<file path="src/rtl/freq_meter_pkg.sv">
// Shared definitions for the frequency meter: reference clock rate and FSM state encoding.
// Optional input synchroniser is selected with the FREQ_METER_SYNC_EN macro (see freq_meter_edge_sync).
package freq_meter_pkg;

    localparam int unsigned CLK_FREQ_HZ = 100_000_000;

    typedef enum logic {
        ST_IDLE    = 1'b0,
        ST_MEASURE = 1'b1
    } state_t;

endpackage

</file>
<file path="src/rtl/freq_meter_edge_sync.sv">
// Rising-edge detector for the measured signal, with an optional 2-FF synchroniser
// in front of it when FREQ_METER_SYNC_EN is defined (for inputs asynchronous to clk).
module freq_meter_edge_sync
    import freq_meter_pkg::*;
(
    input  logic clk,
    input  logic rst,
    input  logic sig_in,
    output logic edge_pulse
);

    logic s;
    logic prev_q;
    logic prev_d;

`ifdef FREQ_METER_SYNC_EN
    logic sync1_q;
    logic sync1_d;
    logic sync2_q;
    logic sync2_d;

    always_comb begin
        sync1_d = sig_in;
        sync2_d = sync1_q;
    end

    always_ff @(posedge clk or posedge rst) begin
        if (rst) begin
            sync1_q <= 1'b0;
            sync2_q <= 1'b0;
        end else begin
            sync1_q <= sync1_d;
            sync2_q <= sync2_d;
        end
    end

    assign s = sync2_q;
`else
    assign s = sig_in;
`endif

    // prev tracks s in every state, so a level already high on entry is not an edge
    always_comb begin
        prev_d     = s;
        edge_pulse = s & ~prev_q;
    end

    always_ff @(posedge clk or posedge rst) begin
        if (rst) begin
            prev_q <= 1'b0;
        end else begin
            prev_q <= prev_d;
        end
    end

endmodule

</file>
<file path="src/rtl/freq_meter.sv">
// Counts rising edges of sig_in over a GATE_CYCLES-long gate window and publishes the count.
// Define FREQ_METER_SYNC_EN to insert a 2-FF synchroniser ahead of edge detection.
module freq_meter
    import freq_meter_pkg::*;
#(
    parameter int unsigned GATE_CYCLES = 100_000_000,
    parameter int unsigned GATE_WIDTH  = 27,
    parameter int unsigned COUNT_WIDTH = 24
) (
    input  logic                   clk,
    input  logic                   rst,
    input  logic                   sig_in,
    input  logic                   enable,
    output logic [COUNT_WIDTH-1:0] freq_out,
    output logic                   freq_valid,
    output logic                   overflow
);

    localparam logic [GATE_WIDTH-1:0]  GATE_LAST = GATE_WIDTH'(GATE_CYCLES - 1);
    localparam logic [COUNT_WIDTH-1:0] COUNT_MAX = '1;

    state_t                 state_q, state_d;
    logic [GATE_WIDTH-1:0]  gate_ctr_q, gate_ctr_d;
    logic [COUNT_WIDTH-1:0] edge_ctr_q, edge_ctr_d;
    logic                   ovf_q, ovf_d;
    logic [COUNT_WIDTH-1:0] freq_out_q, freq_out_d;
    logic                   overflow_q, overflow_d;
    logic                   freq_valid_q, freq_valid_d;

    logic                   edge_pulse;
    logic [COUNT_WIDTH-1:0] sum;
    logic                   sum_ovf;

    freq_meter_edge_sync u_edge_sync (
        .clk        (clk),
        .rst        (rst),
        .sig_in     (sig_in),
        .edge_pulse (edge_pulse)
    );

    // Saturating count including this cycle's edge; reaching or pushing past max flags overflow
    always_comb begin
        sum     = edge_ctr_q;
        sum_ovf = ovf_q;
        if (edge_pulse) begin
            if (edge_ctr_q == COUNT_MAX) begin
                sum_ovf = 1'b1;
            end else begin
                sum = edge_ctr_q + 1'b1;
                if (sum == COUNT_MAX) begin
                    sum_ovf = 1'b1;
                end
            end
        end
    end

    always_comb begin
        state_d      = state_q;
        gate_ctr_d   = gate_ctr_q;
        edge_ctr_d   = edge_ctr_q;
        ovf_d        = ovf_q;
        freq_out_d   = freq_out_q;
        overflow_d   = overflow_q;
        freq_valid_d = 1'b0;

        case (state_q)
            ST_IDLE: begin
                gate_ctr_d = '0;
                edge_ctr_d = '0;
                ovf_d      = 1'b0;
                if (enable) begin
                    state_d = ST_MEASURE;
                end
            end
            ST_MEASURE: begin
                if (gate_ctr_q == GATE_LAST) begin
                    // Terminal cycle publishes even when enable drops on it
                    freq_out_d   = sum;
                    overflow_d   = sum_ovf;
                    freq_valid_d = 1'b1;
                    gate_ctr_d   = '0;
                    edge_ctr_d   = '0;
                    ovf_d        = 1'b0;
                    state_d      = enable ? ST_MEASURE : ST_IDLE;
                end else if (!enable) begin
                    gate_ctr_d = '0;
                    edge_ctr_d = '0;
                    ovf_d      = 1'b0;
                    state_d    = ST_IDLE;
                end else begin
                    gate_ctr_d = gate_ctr_q + 1'b1;
                    edge_ctr_d = sum;
                    ovf_d      = sum_ovf;
                end
            end
            default: begin
                state_d = ST_IDLE;
            end
        endcase
    end

    always_ff @(posedge clk or posedge rst) begin
        if (rst) begin
            state_q      <= ST_IDLE;
            gate_ctr_q   <= '0;
            edge_ctr_q   <= '0;
            ovf_q        <= 1'b0;
            freq_out_q   <= '0;
            overflow_q   <= 1'b0;
            freq_valid_q <= 1'b0;
        end else begin
            state_q      <= state_d;
            gate_ctr_q   <= gate_ctr_d;
            edge_ctr_q   <= edge_ctr_d;
            ovf_q        <= ovf_d;
            freq_out_q   <= freq_out_d;
            overflow_q   <= overflow_d;
            freq_valid_q <= freq_valid_d;
        end
    end

    assign freq_out   = freq_out_q;
    assign freq_valid = freq_valid_q;
    assign overflow   = overflow_q;

endmodule

</file>
<file path="config.mk">
export PLATFORM = sky130hd
export DESIGN_NAME = freq_meter
export DESIGN_NICKNAME = d
export VERILOG_FILES = /design/src/rtl/freq_meter_pkg.sv /design/src/rtl/freq_meter_edge_sync.sv /design/src/rtl/freq_meter.sv
export SDC_FILE = /design/constraint.sdc
export NUM_CORES = 1
export LEC_CHECK = 0
export ABC_AREA = 1
export CAP_MARGIN = 30
export CORE_MARGIN = 5
export CORE_UTILIZATION = 53
export CTS_CLUSTER_SIZE = 28
export DETAILED_ROUTE_END_ITERATION = 12
export PLACE_DENSITY = 0.76
export SETUP_SLACK_MARGIN = 0.4
export SYNTH_ARGS = -nofsm -noshare
export SYNTH_HDL_FRONTEND = slang
export SYNTH_SLANG_ARGS = --single-unit
</file>
<file path="constraint.sdc">
create_clock -name clk -period 2.5 [get_ports clk]
set_input_delay 0.5 -clock clk [delete_from_list [all_inputs] [get_ports clk]]
set_output_delay 0.5 -clock clk [all_outputs]
set_load 0.02 [all_outputs]
</file>
; ---- Word-level counts from Yosys, hierarchy flattened
; Cells that the tools add are included.
[word_totals]
out_inout_bits = 26
wordCells = 34
reg_bits = 80
inputBits = 4
[classes]
n_reduce_logical = 1
bitwise_logic = 3
eq_ne = 3
mux = 17
n_addsub = 2
[ops]
columns = op, n
row1 = two-way mux 24 bit, 4
row2 = two-way mux 27 bit, 2
row3 = case mux 27 bit (2 select lines), 1
row4 = "== test 24 bit, second input constant", 2
row5 = case mux 24 bit (2 select lines), 1
row6 = "adder 27 x 1 -> 27 bit, second input constant", 1
row7 = "== test 27 bit, second input constant", 1
row8 = "adder 24 x 1 -> 24 bit, second input constant", 1
row9 = two-way mux 1 bit, 8
row10 = NOT 1 bit, 2
row11 = case mux 1 bit (2 select lines), 1
row12 = AND reduction 2 bit, 1
row13 = AND 1 bit, 1

; ---- Depth between registers and ports, before layout
[depth]
depth_word = 8
ltp_mapped = 17

; ---- By module
; A second synthesis with hierarchy kept.
[unflattened]
cells_unflattened = 575
hier_area_um2 = 4286.6
[by_module_without_submodules]
columns = module, n_inst, cells_each, area_per_inst_um2
row1 = freq_meter, 1, 571, 4247.8
row2 = freq_meter_edge_sync, 1, 4, 38.8

; ---- Worst setup path before layout
; Ideal clock, no wire load.
[synth_timing]
path_type = flip-flop to flip-flop
startpoint = reg gate_ctr_q[0]
endpoint = reg freq_out_q[0], in the netlist freq_out[0]
path_stages_with_launch = 10
arrival_ns = 1.652
t_required_ns = 2.368
path_slack_ns = 0.715
cell_sequence = dfrtp_1 > ha_1 > nand3_2 > or3_1 > nor3_1 > nand2_1 > buf_2 > buf_6 > nand2_1 > o21ai_1
[synth_via]
elab_chain_cells = 2
[synth_rtl]
columns = item, line_no
row1 = start: declaration, freq_meter.sv:23  ; logic [GATE_WIDTH-1:0] gate_ctr_q, gate_ctr_d;
row2 = start signal: assignment, freq_meter.sv:113  ; gate_ctr_q <= gate_ctr_d;
row3 = == test 27 bit, freq_meter.sv:76  ; if (gate_ctr_q == GATE_LAST) begin
row4 = AND reduction 2 bit (no line), -
row5 = end signal: assignment, freq_meter.sv:116  ; freq_out_q <= freq_out_d;
row6 = end: declaration, freq_meter.sv:26  ; logic [COUNT_WIDTH-1:0] freq_out_q, freq_out_d;
; No other way between the ends.
; A chain may end at the register's enable or synchronous reset.

; ---- Worst setup path after layout
[layout_timing]
startpoint = reg edge_ctr_q[0]
endpoint = reg freq_out_q[13], in the netlist freq_out[13]
[layout_via]
elab_chain_cells = 3
[layout_rtl]
columns = item, line_no
row1 = start: declaration, freq_meter.sv:24  ; logic [COUNT_WIDTH-1:0] edge_ctr_q, edge_ctr_d;
row2 = start signal: assignment, freq_meter.sv:114  ; edge_ctr_q <= edge_ctr_d;
row3 = adder 24 x 1 -> 24 bit / == test 24 bit (equally long branches), "freq_meter.sv:49, freq_meter.sv:46"
row4 = two-way mux 24 bit (*), freq_meter.sv:46  ; if (edge_ctr_q == COUNT_MAX) begin
row5 = two-way mux 24 bit (*), freq_meter.sv:45  ; if (edge_pulse) begin
; Every way passes the cells marked *; elsewhere a longest branch is shown, timed or not.

==> flow_metrics.tcl <==
set metrics [dict create \
    die_height_um 99.4 \
    io_pins 30 \
    drcViolationCount 0 \
    synth-seq-cells 80 \
    num_rows 32 \
    num_vias 3804 \
    slew_headroom 0.682 \
    start_kind "flip-flop" \
    area_growth_pct 18.9 \
    peakVddDrop_v 0.000315 \
    hold-worst-slack_ns 0.487 \
    r2r_slack_ns 0.43 \
    grt_pass1_wl_um 16800 \
    cp.required_ns 2.76 \
    leakage_nw 2.18 \
    crit_slowest_cell "dfrtp_2" \
    port_buffers 29 \
    p_seq_frac 0.543 \
    critPathMaxStageDelay_ns 0.41 \
    grt_max_degree 54 \
    worstReg2RegStart "edge_ctr_q[0]$_DFF_PP0_" \
    fin_worst_skew_ns 0.00722 \
    syn_avg_cell_area_sq_um 7.44 \
    drtIter0Drc 160 \
    dp.final_hpwl_um 7110 \
    syn_nets 577 \
    numCtsBuffers 9 \
    cts_tree "built" \
    worst_pin_slew_ns 0.472 \
    grt_antenna_before_repair 0 \
    powerDensity_mw_per_mm2 483 \
    drive_gt1_frac 0.107 \
    clock_latency_ns 0.34 \
    reg2regPathDepth 10 \
    holdPathStages 2 \
    cts_num_sinks 80 \
    startpoint "edge_ctr_q[0]$_DFF_PP0_" \
    final_core_util 0.649 \
    path_class "reg -> reg" \
    syn_inst 570 \
    ant_nets 0 \
    clk_pin_slew_worst_paths_ns 0.08 \
    path_cells "ha_2, nand2_2, nor2_4, nand3_1, nor2_2, nand2_1, nand2_1, buf_4, o21ai_0, o21ai_0" \
    fin_crit_ns 2.07 \
    synthesis.area_sq_mm 0.00424 \
    fmax_ghz 0.483 \
    path_buf_inv 1 \
    status "finished clean" \
    antenna_cells 0 \
    wirelength_um 9810 \
    layout_common_cells "159 x nand2_1, 88 x nor2_1, 79 x dfrtp_1, 49 x inv_1" \
    slew_viol_final 0 \
    final_common_cell "nand2_1" \
    yosysSeqAreaShare 0.472 \
    switchingPower_mw 0.573 \
    dp_slack_ns 0.338 \
    rsz0062_at_grt "yes" \
    gp_routability_congestion 0.909 \
    initial_core_util 0.546 \
    cts_root_buf "clkbuf_8" \
    die_w_um 99.4 \
    first_global_vias 3715 \
    hold_viol_final 0 \
    clockBufferDepth 2 \
    critical_path.max_fanout 10 \
    fin_nets 620 \
    min_period_over_period 0.829 \
    rr_endpoint "freq_out[13]$_DFFE_PP0P_" \
    p_int_mw 1.86 \
    hold_end "freq_out[10]$_DFFE_PP0P_" \
    synth_warnings 0 \
    finalSetupViolCount 0 \
    hp-class "reg -> reg" \
    hp-start "freq_out[10]$_DFFE_PP0P_" \
    wl_per_cell_um 13.6 \
    fin_ws_ns 0.428 \
    fin_cells 720 \
    htree_levels 3 \
    combPwrFrac 0.057 \
    p_clk_frac 0.400 \
    first_pass_iters 4 \
    dp_cells 697 \
    cts.hold.buffers_added 0 \
    core_sq_mm 0.00777 \
    endpoint_kind "flip-flop" \
    viasPerCell 5.28 \
    swShare 0.235 \
    max_cap_viol_count 0 \
    final.setup.tns_ns 0 \
    synth_cell_types 33 \
    grt_util_all_layers 0.207 \
    fp.dieArea_sq_mm 0.00989 \
    gr-total-overflow 0 \
    crit_arrival_ns 2.33 \
    crit_family "simple AND/OR/NAND/NOR gates" \
]
-- Yosys cell counts, drive strengths merged --
master	count	area share
a21oi	8	0.0094
a31oi	3	0.0044
and2	1	0.0015
and3	1	0.0015
buf	4	0.0077
clkbuf	8	0.0071
clkinv	2	0.0018
dfrtp	80	0.47
ha	3	0.0089
inv	54	0.048
nand2	165	0.15
nand3	28	0.035
nand3b	2	0.0035
nand4	12	0.018
nor2	99	0.091
nor3	17	0.025
nor3b	1	0.0018
nor4	9	0.013
nor4b	1	0.0021
o21a	1	0.0018
o21ai	55	0.066
o21bai	3	0.0053
or3	1	0.0015
xnor2	1	0.0021
xor2	11	0.023
-- timing repair --
action | in CTS | in global routing
resized for setup | 2 | 25
setup buffers | 1 | 6
pin swaps | 0 | 7
endpoints found under the setup margin | 4 | 59
-- stage by stage --
stage          power (mW)  area [sq um]
6_report             2.44          5040
3_3_place_gp         1.48          4700
4_1_cts              2.46          4920
3_5_place_dp         1.48          4700
2_1_floorplan        1.43          4240
5_1_grt              2.55          5040
-- cell families (layout without fill, tap and decap cells) --
family | after synthesis | count (layout) | synth area share
AND/OR/NAND/NOR | 337 | 337 | 0.343
flip-flops | 80 | 80 | 0.472
AO/OA/AOI/OAI | 70 | 70 | 0.0868
buffers and inverters | 68 | 116 | 0.0643
XOR/XNOR | 12 | 12 | 0.0248
adder cells (fa/ha/maj) | 3 | 3 | 0.00885
-- per-layer routing --
metal	part of all wire	global-route usage	routed length [um]	up-vias
li1	-	-	-	1918
met1	0.44	0.257	4340	1779
met2	0.50	0.355	4930	87
met3	0.039	0.0435	379	20
met4	0.016	0.0767	161	0
met5	0	0	0	-
-- how the worst max path moves through the flow --
stage / endpoint / slack (ns) / cells after the start
finish: freq_out[13]$_DFFE_PP0P_ / 0.43 / 10
detailed placement: freq_out[13]$_DFFE_PP0P_ / 0.34 / 8
CTS: freq_out[0]$_DFFE_PP0P_ / 0.40 / 10
global route: overflow$_DFFE_PP0P_ / 0.26 / 16
floorplan: freq_out[0]$_DFFE_PP0P_ / 0.72 / 9
global placement: freq_out[14]$_DFFE_PP0P_ / 0.44 / 8
-- power groups by stage --
stage	clock network [mW]	registers [mW]	logic, mW
2_1_floorplan	0	1.34	0.0880
3_3_place_gp	0	1.35	0.130
3_5_place_dp	0	1.35	0.133
4_1_cts	0.999	1.32	0.136
5_1_grt	1.07	1.33	0.161
6_report	0.976	1.32	0.138
-- registers in the layout, summed over array words and instances, names as in the netlist --
register / cells
freq_out: 24
edge_ctr_q: 24
freq_valid: 1
gate_ctr_q: 27
ovf_q: 1
state_q: 1
overflow: 1
u_edge_sync.prev_q: 1
-- worst min-delay path, cell delays in order, from the launching register on --
cell	delay (ns)
dfrtp_1	0.35
nand2_1	0.05
o21ai_0	0.05
-- layout make-up --
class | count | area, sq um
Clock buffer | 11 | 151
Clock inverter | 5 | 55.1
Fill cell | 681 | 2730
Inverter | 56 | 216
Multi-Input combinational cell | 422 | 2040
Sequential cell | 80 | 2000
Tap cell | 102 | 128
Timing Repair Buffer | 44 | 444
No activity file was read; power rests on OpenSTA's default activity.
